## src/rtl/mem_ooo_responder.sv

```systemverilog
// Out-of-order read responder behind the ROB memory port.
// Slots count down a pseudo-random latency, then retire round-robin.
module mem_ooo_responder #(
  parameter int unsigned SWIDTH    = 4,
  parameter int unsigned AWIDTH    = 10,
  parameter int unsigned DWIDTH    = 32,
  parameter int unsigned LAT_MIN   = 2,
  parameter int unsigned LAT_WIDTH = 3,
  parameter logic [15:0] LFSR_SEED = 16'hACE1,
  parameter logic [DWIDTH-1:0] DATA_BASE = 32'h1000_0000
) (
  input  logic              clk,
  input  logic              rst_,
  input  logic              mem_req_val,
  input  logic [AWIDTH-1:0] mem_req_addr,
  input  logic [SWIDTH-1:0] mem_req_ID,
  input  logic              cfg_fixed_lat,
  output logic              mem_rsp_val,
  output logic [SWIDTH-1:0] mem_rsp_ID,
  output logic [DWIDTH-1:0] mem_rsp_data,
  output logic [SWIDTH:0]   outstanding,
  output logic              err_dup
);

  localparam int SLOTS = 1 << SWIDTH;
  localparam int CW    = LAT_WIDTH + 2;

  logic [SLOTS-1:0]  valid_q;
  logic [AWIDTH-1:0] addr_q [SLOTS];
  logic [CW-1:0]     cnt_q  [SLOTS];
  logic [SWIDTH-1:0] rr_q;
  logic [15:0]       lfsr_q;

  logic              win_val;
  logic [SWIDTH-1:0] win_id;
  logic [SWIDTH-1:0] idx;
  logic              acc;
  logic [CW-1:0]     lat;
  logic              fb;

  assign fb = lfsr_q[15] ^ lfsr_q[13] ^ lfsr_q[12] ^ lfsr_q[10];

  assign lat = CW'(LAT_MIN)
             + (cfg_fixed_lat ? '0 : CW'(lfsr_q[LAT_WIDTH-1:0]));

  // A slot retiring on this edge may be refilled on the same edge
  assign acc = mem_req_val
             && (!valid_q[mem_req_ID]
                 || (win_val && win_id == mem_req_ID));

  always_comb begin
    win_val = 1'b0;
    win_id  = '0;
    idx     = '0;
    for (int i = 0; i < SLOTS; i++) begin
      idx = rr_q + SWIDTH'(i);
      if (!win_val && valid_q[idx] && cnt_q[idx] == '0) begin
        win_val = 1'b1;
        win_id  = idx;
      end
    end
  end

  always_ff @(posedge clk or negedge rst_) begin
    if (!rst_) begin
      valid_q      <= '0;
      rr_q         <= '0;
      lfsr_q       <= LFSR_SEED;
      mem_rsp_val  <= 1'b0;
      mem_rsp_ID   <= '0;
      mem_rsp_data <= '0;
      outstanding  <= '0;
      err_dup      <= 1'b0;
      for (int s = 0; s < SLOTS; s++) begin
        addr_q[s] <= '0;
        cnt_q[s]  <= '0;
      end
    end else begin
      lfsr_q <= {lfsr_q[14:0], fb};
      for (int s = 0; s < SLOTS; s++) begin
        if (acc && mem_req_ID == SWIDTH'(s)) begin
          valid_q[s] <= 1'b1;
          addr_q[s]  <= mem_req_addr;
          cnt_q[s]   <= lat;
        end else begin
          if (win_val && win_id == SWIDTH'(s))
            valid_q[s] <= 1'b0;
          if (valid_q[s] && cnt_q[s] != '0)
            cnt_q[s] <= cnt_q[s] - 1'b1;
        end
      end
      mem_rsp_val <= win_val;
      if (win_val) begin
        mem_rsp_ID   <= win_id;
        mem_rsp_data <= DATA_BASE + DWIDTH'(addr_q[win_id]);
        rr_q         <= win_id + 1'b1;
      end
      outstanding <= outstanding
                   + {{SWIDTH{1'b0}}, acc}
                   - {{SWIDTH{1'b0}}, win_val};
      if (mem_req_val && !acc)
        err_dup <= 1'b1;
    end
  end

endmodule

```

## config.mk

```make
export PLATFORM = sky130hd
export DESIGN_NAME = mem_ooo_responder
export DESIGN_NICKNAME = d
export VERILOG_FILES = /design/src/rtl/mem_ooo_responder.sv
export SDC_FILE = /design/constraint.sdc
export NUM_CORES = 1
export LEC_CHECK = 0
export CAP_MARGIN = 20
export CORE_MARGIN = 3
export CORE_UTILIZATION = 63
export CTS_CLUSTER_SIZE = 8
export DETAILED_ROUTE_END_ITERATION = 7
export PLACE_DENSITY = 0.82
export SLEW_MARGIN = 30
export SYNTH_ARGS = -nofsm -noshare
export SYNTH_HDL_FRONTEND = slang
export SYNTH_SLANG_ARGS = --single-unit
```

## constraint.sdc

```tcl
create_clock -name clk -period 6.4 [get_ports clk]
set_input_delay 0.64 -clock clk [delete_from_list [all_inputs] [get_ports clk]]
set_output_delay 0.64 -clock clk [all_outputs]
set_load 0.01 [all_outputs]
```

* After elaboration in Yosys (flattened, before gate mapping)
Cells that the tools add are included.
Operators by class: add/sub/neg operators 36, multipliers 0, bitwise gates (word level) 20, mux-type cells 182, equal/unequal tests 31, shift-type cells 0, reductions and logical operators 166, divide/modulo/power cells 0, $lt $le $gt $ge 34
Operators by type and width (number):
- 5-bit binary-select mux with 4-bit select | 16
- 5-bit two-way mux | 64
- 5-bit greater-or-equal comparator, second input constant | 17
- 4-bit by 5-bit < comparator with 1-bit output, second input constant | 17
- 4-bit NOT with 5-bit output | 17
- 1-bit logical AND | 82
- 5-bit zero test | 16
- 5-bit nonzero test | 16
- 5-bit by 1-bit subtractor with 5-bit output, second input constant | 16
- 1-bit binary-select mux with 4-bit select | 17
- 1-bit two-way mux | 65
- 4-bit equality test, second input constant | 16
- 4-bit two-way mux | 16
- 2-bit nonzero test | 32
- 10-bit binary-select mux with 4-bit select | 1
- 4-bit adder, second input constant | 8
- 4-bit by 3-bit equality test with 1-bit output, second input constant | 8
- 29-bit by 10-bit adder with 30-bit output, first input constant | 1
- 10-bit two-way mux | 2
- 1-bit zero test | 17
- 4-bit by 3-bit adder with 4-bit output, second input constant | 4
- 4-bit by 2-bit equality test with 1-bit output, second input constant | 4
- 4-bit by 1-bit adder with 4-bit output, second input constant | 2
- 4-bit by 2-bit adder with 4-bit output, second input constant | 2
- 9 further kinds | 13
Storage, ports and cells: logic and storage cells 524, memory bits (writable) 0, register bits after elaboration 319, memories kept 0, input bits 18, latch bits 0, bits in read-only memories 0

* Depth between registers and ports, before layout
depth in word-level cells 73, gate-level depth with buffers 32, depth with buffers taken out 25

* Worst setup path before layout
Ideal clock, no wire load.
path type reg-to-reg, from reg rr_q[1], to reg outstanding[4], path slack 0.616 ns, data required time 6.275 ns, library setup time 0.125 ns, arrival 5.659 ns, cell stages (with the launch flop) 32, cells stage by stage dfrtp_1 buf_2 inv_1 clkbuf_1 ha_1 buf_2 buf_2 buf_1 nand3_1 a32oi_1 o211a_1 nand4_1 or2_1 buf_2 nor3_2 inv_2 nor2_1 nor2_1 nand4_1 buf_6 buf_8 nand2_1 nand2_1 ha_1 inv_1 ha_1 inv_1 fa_1 inv_1 a21o_1 a21oi_1 xnor2_1
On the way: longest elaborated chain between the ends 73, elaborated cells between the ends (all ways) 211, those cells by class 17 x add/sub; 1 x eq/ne; 112 x mux; 16 x bitwise; 65 x reduce/logical
RTL lines:
- start, declared | line 31 | logic [SWIDTH-1:0] rr_q;
- start signal, assigned | line 96 | rr_q <= win_id + 1'b1;
- branches (longest 72 deep; another with 4-bit by 1-bit adder with 4-bit output)
- 5-bit by 1-bit subtractor with 5-bit output (*) | line 100 | - {{SWIDTH{1'b0}}, win_val};
- end signal, assigned | line 98 | outstanding <= outstanding
- end, declared | line 21 | output logic [SWIDTH:0] outstanding,
Every way passes the cells marked *. The select of a mux whose other input is x is not followed. A chain may end at the register's enable or synchronous reset.

* Worst setup path in the final report
from reg rr_q[0], to reg outstanding[4]
Same word-level chain as after synthesis.

==> summary.md <==
| Metric | Value |
|---|---|
| Run status | `complete, no violations` |
| CP startpoint kind | `flip-flop` |
| Initial antenna violation count | `1` |
| Worst hold path type | `in2async` |
| Ys flop type | `dfrtp_1` |
| Initial Util | `64.7%` |
| 1st-iter DRT viols | `1670` |
| Net count, final | `1864` |
| First-pass GRT wire length | `85300 um` |
| CTS root buf | `clkbuf_16` |
| Ports | `61` |
| Synth cell types | `97` |
| Max Cap Viol | `0` |
| Die Y | `176 um` |
| Post-synthesis sequential element count | `298` |
| P&R area growth vs syn | `10.7%` |
| Worst stage delay on the critical path | `0.53 ns` |
| Crit Path Class | `reg2reg` |
| Final period utilization | `94.9%` |
| Sequential fraction of the synthesis area | `41.1%` |
| Critical path data required time | `6.83 ns` |
| CORE AREA | `28100 sq um` |
| Setup crit end kind | `flip-flop` |
| Crit path DAT | `6.50 ns` |
| Post-synth ARST share | `100%` |
| Largest family of logic cells by synthesized area | `multiplexers` |
| Util after Layout | `71.6%` |
| Number of detailed-route iterations in the first pass | `5` |
| Most frequent cells in the layout | `dfrtp_1, mux2_2, nand2_1, nor2_1, mux2i_1` |
| DR vias | `14800` |
| Clk slew on worst S/H paths | `0.06 ns` |
| All-layer global routing usage | `35.2%` |
| Final Hold Fails | `0` |
| Final Wtd Congestion | `1.08` |
| Fillers | `1937` |
| Critical-path top delay cell | `or4b_1` |
| Clock Sinks | `298` |
| Largest net degree at the start of global routing | `106` |
| DP HPWL | `36400 um` |
| Most common cell after layout, fill and taps aside | `dfrtp_1` |
| Fmax | `165 MHz` |
| CTS Buffer Depth | `3` |
| CP startpoint | `rr_q[0]` |
| GRT overflow | `0` |
| Antenna cell count | `0` |
| Actual slew at the worst max-slew pin | `0.903 ns` |
| Cells after Synth | `1760` |
| TritonCTS clock tree | `built` |
| Final setup vio count | `0` |
| Row cnt | `61` |
| Final Skew | `0.0302 ns` |
| Top cells by area, synth | `dfrtp_1, mux2_2, mux2i_1` |
| RSZ-0062 raised after global routing | `no` |
| Netlist Area Pre-Place | `18200 sq um` |
| Post-Synth XOR/XNOR Area | `4.33%` |
| Largest area contributor in the netlist | `dfrtp_1` |
| IO Port Bufs | `39` |
| Crit path to | `outstanding[4]` |
| Avg Inst Size Synth | `10.3 sq um` |
| Max transition margin | `39.8%` |
| Synth Area in Adders | `3.49%` |
| Residual DRC | `0` |
| Compound-Gate Fraction of Synth Area | `13.7%` |
| Area occupied by multi-input gates | `9820 sq um` |
| Crit path time final | `6.07 ns` |
| Post-place instance area | `18900 sq um` |
| Wirelength per Cell | `25.0 um` |
| Synth top area share | `40.0%` |
| Clock latency on the worst-skew pair | `0.55 ns` |
| Crit path max fanout | `13` |
| Antenna Violating Nets Remaining | `0` |
| Die area | `30900 sq um` |
| H-tree level count | `2` |
| Die X | `176 um` |
| Worst Reg2Reg Path Length in Cells | `25` |
| Synth Warn # | `0` |
| Simple-Gate Fraction of Synth Area | `13.8%` |
| Capturing point of the worst reg2reg path | `outstanding[4]` |
| Vias in the first global route | `15100` |
| Cell area after layout | `20100 sq um` |
| Final wirelength | `54800 um` |
| Fin Setup TNS | `0 ns` |
| Post-synth EDFFs | `0` |
| FF+latch area | `7470 sq um` |
| Multiplexer area fraction after synthesis | `18.2%` |
| R2R setup slack | `0.33 ns` |
| CTS Buf Count | `43` |
| Max Slew Vio Count | `0` |
| Share of cells above drive strength 1 | `17.5%` |
| R2r startpoint | `rr_q[0]` |
| Most common cell on crit path | `inv_1` |
| Avg Vias per Cell | `6.74` |
[final cells by class]
class                           instances  area share, %
Sequential cell                       298           37.1
Clock buffer                           58           5.63
Inverter                               70           1.31
Tap cell                              378           2.35
Timing Repair Buffer                  100           4.47
Clock inverter                          5          0.292
Multi-Input combinational cell       1283           48.8
[metrics by stage]
step | hold slack, ns | setup slack [ns] | std cells
after floorplan | 0.331 | 0.616 | 1780
after global placement | 0.332 | 0.148 | 2128
after detailed placement | 0.336 | 0.315 | 2129
after CTS | 0.178 | 0.290 | 2192
after global routing | 0.207 | 0.00784 | 2192
final | 0.126 | 0.328 | 2192
[layer usage]
layer	up-vias	routed length, um	global-route usage [%]
met3	229	3930	5.86
met4	2	3180	18.3
met5	-	20	0
met1	7345	21100	44.5
met2	743	26600	58.6
li1	6447	-	-
[sequential cells by signal, summed over array words and instances (netlist names), 4 cells and up]
name	cells
lfsr_q	16
valid_q	16
cnt_q	80
outstanding	5
addr_q	160
rr_q	4
mem_rsp_data	11
mem_rsp_ID	4
[synth_stat cells, types with 6 or more instances]
library cell	n
a21oi_4	12
nand4_1	20
nor3_1	45
nor4b_1	11
and2_1	20
a21oi_1	80
buf_6	12
nor2_1	89
nand2b_1	20
nor2b_1	10
nand3b_1	12
mux2_1	59
ha_1	49
xor2_1	20
nor4_1	25
nand3_1	60
nand2_1	133
o211ai_1	15
and3_1	10
dfstp_2	8
buf_2	22
mux4_2	7
a211oi_1	26
dfrtp_1	290
a32oi_1	17
mux2_2	141
a31oi_1	6
buf_4	29
a22oi_1	21
inv_1	66
clkbuf_1	59
a21o_1	7
o21ai_0	42
xnor2_1	68
mux2i_1	89
o22ai_1	27
[worst max-delay path: cells and delay by family (launching register included)]
kind                       cells  cell delay (ns)
adders and majority gates      4             1.27
DFF                            1             0.48
and+or+nand+nor                5             1.13
AOI/OAI and AO/OA              9             2.28
xor gates and xnor gates       2             0.29
buffers and inverters          5             0.51
[kinds of logic (layout without fill, tap and decap cells)]
| group | count (synthesis) | in the layout |
|---|---|---|
| buf+inv | 199 | 233 |
| fa+ha+maj | 50 | 50 |
| compound gates | 337 | 337 |
| simple gates | 490 | 490 |
| xor+xnor | 89 | 89 |
| mux | 296 | 296 |
| flops | 298 | 298 |
| other cells | 1 | 21 |
[worst min-delay path by stage]
stage	from	to	slack, ns	cells after the start
2_1_floorplan	lfsr_q[3]	lfsr_q[4]	0.33	0
3_3_place_gp	lfsr_q[3]	lfsr_q[4]	0.33	0
3_5_place_dp	lfsr_q[8]	lfsr_q[9]	0.34	0
4_1_cts	rst_	outstanding[3]	0.18	1
5_1_grt	rst_	cnt_q[68]	0.21	1
6_report	rst_	cnt_q[77]	0.13	1
[timing repair]
action	4_1_cts	5_1_grt
endpoints found under the setup margin	0	1
buffers inserted	0	0
hold buffers	0	0
resized for setup	0	2
Power is not shown: default switching activity piles up to over one toggle a cycle in this logic, so the estimate is an artifact.
==> RTL edit 1: new RTL, config.mk and constraints unchanged <==
Change the parameter `LAT_WIDTH` from 3 to 6.
--- a/src/rtl/mem_ooo_responder.sv
+++ b/src/rtl/mem_ooo_responder.sv
@@ -5,7 +5,7 @@
   parameter int unsigned AWIDTH    = 10,
   parameter int unsigned DWIDTH    = 32,
   parameter int unsigned LAT_MIN   = 2,
-  parameter int unsigned LAT_WIDTH = 3,
+  parameter int unsigned LAT_WIDTH = 6,
   parameter logic [15:0] LFSR_SEED = 16'hACE1,
   parameter logic [DWIDTH-1:0] DATA_BASE = 32'h1000_0000
 ) (
Formal check against the unedited RTL: same outputs for any inputs over 4 cycles, from zero or initial values and one cycle with rst_ low; that may be too few to reach the edited logic, so the function may still have changed.
==> RTL edit 1 against the original RTL <==
  * Synthesized area increased by 26%
  * Die area up 25%
  * Final area grew 36%
  * Sequential cell count grew 48
  * Wire length grew 55%
  * Setup slack worse by 0.27 ns
Power is left out: the tool's default activity adds up to more than one toggle a clock period on the data nets, which glitch-free logic cannot reach.
==> RTL edit 1: results <==
set metrics [dict create \
    synthAdderAreaFrac 0.0277 \
    yosysSeqAreaShare 0.380 \
    drt_wl_total_um 85000 \
    nNonClkBuffers 343 \
    yosysUniqueCellTypes 91 \
    cp.arrival_ns 6.85 \
    dp_cells 2864 \
    grt_pass1_wl_um 129000 \
    dp_hpwl_um 57400 \
    dr.pass1.iters 6 \
    cp_slowest_stage_delay_ns 0.60 \
    clock_area_frac 0.0504 \
    gp_congestion 1.00 \
    buf_share 0.112 \
    outcome "finished, final reports clean" \
    routed.top_layer "met4" \
    track_usage 0.436 \
    nClkBuffers 70 \
    critPathMaxFanout 40 \
    fillers 2148 \
    skew_ns 0.0262 \
    first_iter_violations 2312 \
    synth_compound_area_frac 0.119 \
    area.sequential_um2 8670 \
    r2r_slack_ns 0.06 \
    wirelength_met1_um 31000 \
    tightest_slew_ns 1.10 \
    num-nets-final 2527 \
    met1_usage 0.553 \
    cts_made_buffers 49 \
    synthTopCellsByCount "338 x dfrtp_1, 191 x mux2_2, 181 x mux2i_1" \
    first_global_vias 21276 \
    crit_family "simple AND/OR/NAND/NOR gates" \
    drive_above_1_share 0.280 \
    synth_xor_area_frac 0.0541 \
    avgSynthCellArea_um2 10.3 \
    ys_top_cells_by_area "dfrtp_1 37%, mux2_2 9.4%, mux2i_1 7.9%" \
    reg_top3 "addr_q: 160 flops, cnt_q: 128 flops" \
    dr_wl_met2_um 38700 \
    synthMuxAreaShare 0.224 \
    met3_length_um 8600 \
    nMultiInputCombCells 1649 \
    wl_per_cell_um 28.9 \
    grt_use_met2 0.689 \
    cts-root-buf "clkbuf_16" \
    grt_max_degree 159 \
]
-- RTL edit 1: changes by cell type in the layout (fill, tap and decap cells not counted), sizes merged, moves of 35 or more --
cell / unedited run / this run
buf: 62 / 303
mux2i: 89 / 181
nor2: 89 / 141
dfrtp: 290 / 338
xnor2: 69 / 115
nor3: 50 / 94
mux4: 7 / 42
-- RTL edit 1: what timing repair did --
action                     4_1_cts  5_1_grt
resized for setup               10       46
cloned                           0        2
pin swaps                        0       18
setup endpoints to repair        3        5
setup buffers                    0        3
-- RTL edit 1: through the flow --
stage          cell area [um2]  hold slack, ns  utilization  setup slack (ns)
2_1_floorplan            22900           0.331            -           0.00943
3_3_place_gp             25600           0.335        0.718          -0.00736
3_5_place_dp             25600           0.343        0.718            -0.124
4_1_cts                  27000          0.0583        0.758           0.00473
5_1_grt                  27400          0.0820        0.767           -0.0457
6_report                 27400          0.0182        0.767            0.0577
==> RTL edit 2: new RTL, same flow settings <==
Made on the original files. `outstanding` no longer has a reset.
--- a/src/rtl/mem_ooo_responder.sv
+++ b/src/rtl/mem_ooo_responder.sv
@@ -69,7 +69,6 @@
       mem_rsp_val  <= 1'b0;
       mem_rsp_ID   <= '0;
       mem_rsp_data <= '0;
-      outstanding  <= '0;
       err_dup      <= 1'b0;
       for (int s = 0; s < SLOTS; s++) begin
         addr_q[s] <= '0;
@@ -95,13 +94,14 @@
         mem_rsp_data <= DATA_BASE + DWIDTH'(addr_q[win_id]);
         rr_q         <= win_id + 1'b1;
       end
-      outstanding <= outstanding
-                   + {{SWIDTH{1'b0}}, acc}
-                   - {{SWIDTH{1'b0}}, win_val};
       if (mem_req_val && !acc)
         err_dup <= 1'b1;
     end
   end
 
+  always_ff @(posedge clk) begin
+    outstanding <= outstanding + {{SWIDTH{1'b0}}, acc} - {{SWIDTH{1'b0}}, win_val};
+  end
+
 endmodule
 
Formal check against the unedited RTL: not equivalent (Yosys sat finds a counterexample within 4 cycles, from zero or initial values and one cycle with rst_ low).
==> RTL edit 2 against the original RTL <==
  * Setup slack worse by 0.018 ns
  * Critical path depth decreased by 1
  * Final area decreased by 0.11%
  * Sequential cell count stayed put
  * Synthesized area fell by 0.14%
  * Wire length fell by 0.33%
  * Global-route usage shrank 0.052 points
Power is not shown: default switching activity piles up to over one toggle a cycle in this logic, so the estimate is an artifact.
==> RTL edit 2: results <==
set metrics [dict create \
    outcome "finished, final reports clean" \
    cts_max_level 2 \
    port_buffers 39 \
    grt_pass1_wl_um 85200 \
    dp_slack_ns 0.360 \
    crit_family "simple AND/OR/NAND/NOR gates" \
    gp_congestion 0.996 \
    reg2reg_from "rr_q[1]" \
    cp_slowest_stage_delay_ns 0.73 \
    postCtsSetupBuffers 0 \
    reg2reg_depth 24 \
    synth_top_flop_cell "dfrtp_1" \
    cp_slowest_cell "a221oi_1" \
    ys_top_cells_by_area "dfrtp_1 39%, mux2_2 8.8%, mux2i_1 4.9%" \
    synthArstFlopShare 0.983 \
    first_iter_violations 1624 \
    yosysUniqueCellTypes 98 \
    synthTopCellsByCount "285 x dfrtp_1, 141 x mux2_2, 133 x nand2_1" \
    n_antenna_cell 0 \
    critPathMaxFanout 27 \
    ys_warn_count 0 \
    num-nets-final 1854 \
    ctsResizeCount 0 \
    viasPerCell 6.79 \
    skew_ns 0.0399 \
    cts_made_buffers 43 \
    cp.arrival_ns 6.49 \
    dp_hpwl_um 36100 \
    hold-worst-slack_ns 0.0390 \
    slew_headroom 0.394 \
    cts-root-buf "clkbuf_16" \
    clk_pin_slew_ns 0.05 \
    reg2reg_to "outstanding[4]" \
    setup_tns_ns 0 \
    antenna_found_initial 2 \
    reg_top3 "addr_q: 160 flops, cnt_q: 80 flops" \
    first_global_vias 15199 \
    cts_buffer_depth 3 \
    wl_per_cell_um 25.0 \
    grt_max_degree 116 \
    r2r_slack_ns 0.31 \
    dr.pass1.iters 6 \
    clk_latency_ns 0.56 \
    yosysSeqAreaShare 0.410 \
    track_usage 0.352 \
    min_path_type "in2async" \
    drive_above_1_share 0.172 \
]
RTL edit 2: changes by cell type in the layout (fill, tap and decap cells not counted), moves of 2 or more:
cell       before  now
buf_4          58   46
clkinv_2        2    0
dfxtp_1         0    5
clkinv_16       0    2
inv_16          2    0
dfrtp_1       289  284
RTL edit 2: cell families (layout without fill, tap and decap cells):
logic type	after synthesis	in the layout	share of synthesized area
xor+xnor	89	89	0.0434
compound gates	337	337	0.137
flops	298	298	0.410
simple gates	490	490	0.138
fa+ha+maj	50	50	0.0349
other cells	1	21	0.000207
buf+inv	199	223	0.0544
mux	296	296	0.182
RTL edit 2: area by class of cell:
cell class,instances,area (um2)
Clock buffer,59,1140
Clock inverter,4,98.8
Fill cell,1947,8000
Inverter,70,263
Multi-Input combinational cell,1283,9830
Sequential cell,298,7440
Tap cell,378,473
Timing Repair Buffer,90,840
RTL edit 2: routing by layer:
metal	global-route usage	vias to the layer above	wire, um
met1	0.431	7283	20400
li1	-	6427	-
met2	0.595	841	26400
met3	0.0558	260	4230
met4	0.196	4	3590
met5	0	-	28
RTL edit 2: per-stage QoR:
stage / std cells / cell area [um2]
floorplan: 1780 / 18200
global placement: 2117 / 18800
detailed placement: 2117 / 18800
CTS: 2180 / 20000
global route: 2182 / 20100
finish: 2182 / 20100
RTL edit 2: how the worst max path moves through the flow:
stage | start | cells after the start | endpoint | slack [ns]
global placement | rr_q[1] | 25 | outstanding[4] | 0.25
CTS | rr_q[1] | 25 | outstanding[4] | 0.23
global route | rr_q[1] | 24 | outstanding[4] | 0.005
floorplan | rr_q[1] | 31 | outstanding[4] | 0.62
finish | rr_q[1] | 24 | outstanding[4] | 0.31
detailed placement | rr_q[1] | 25 | outstanding[4] | 0.36
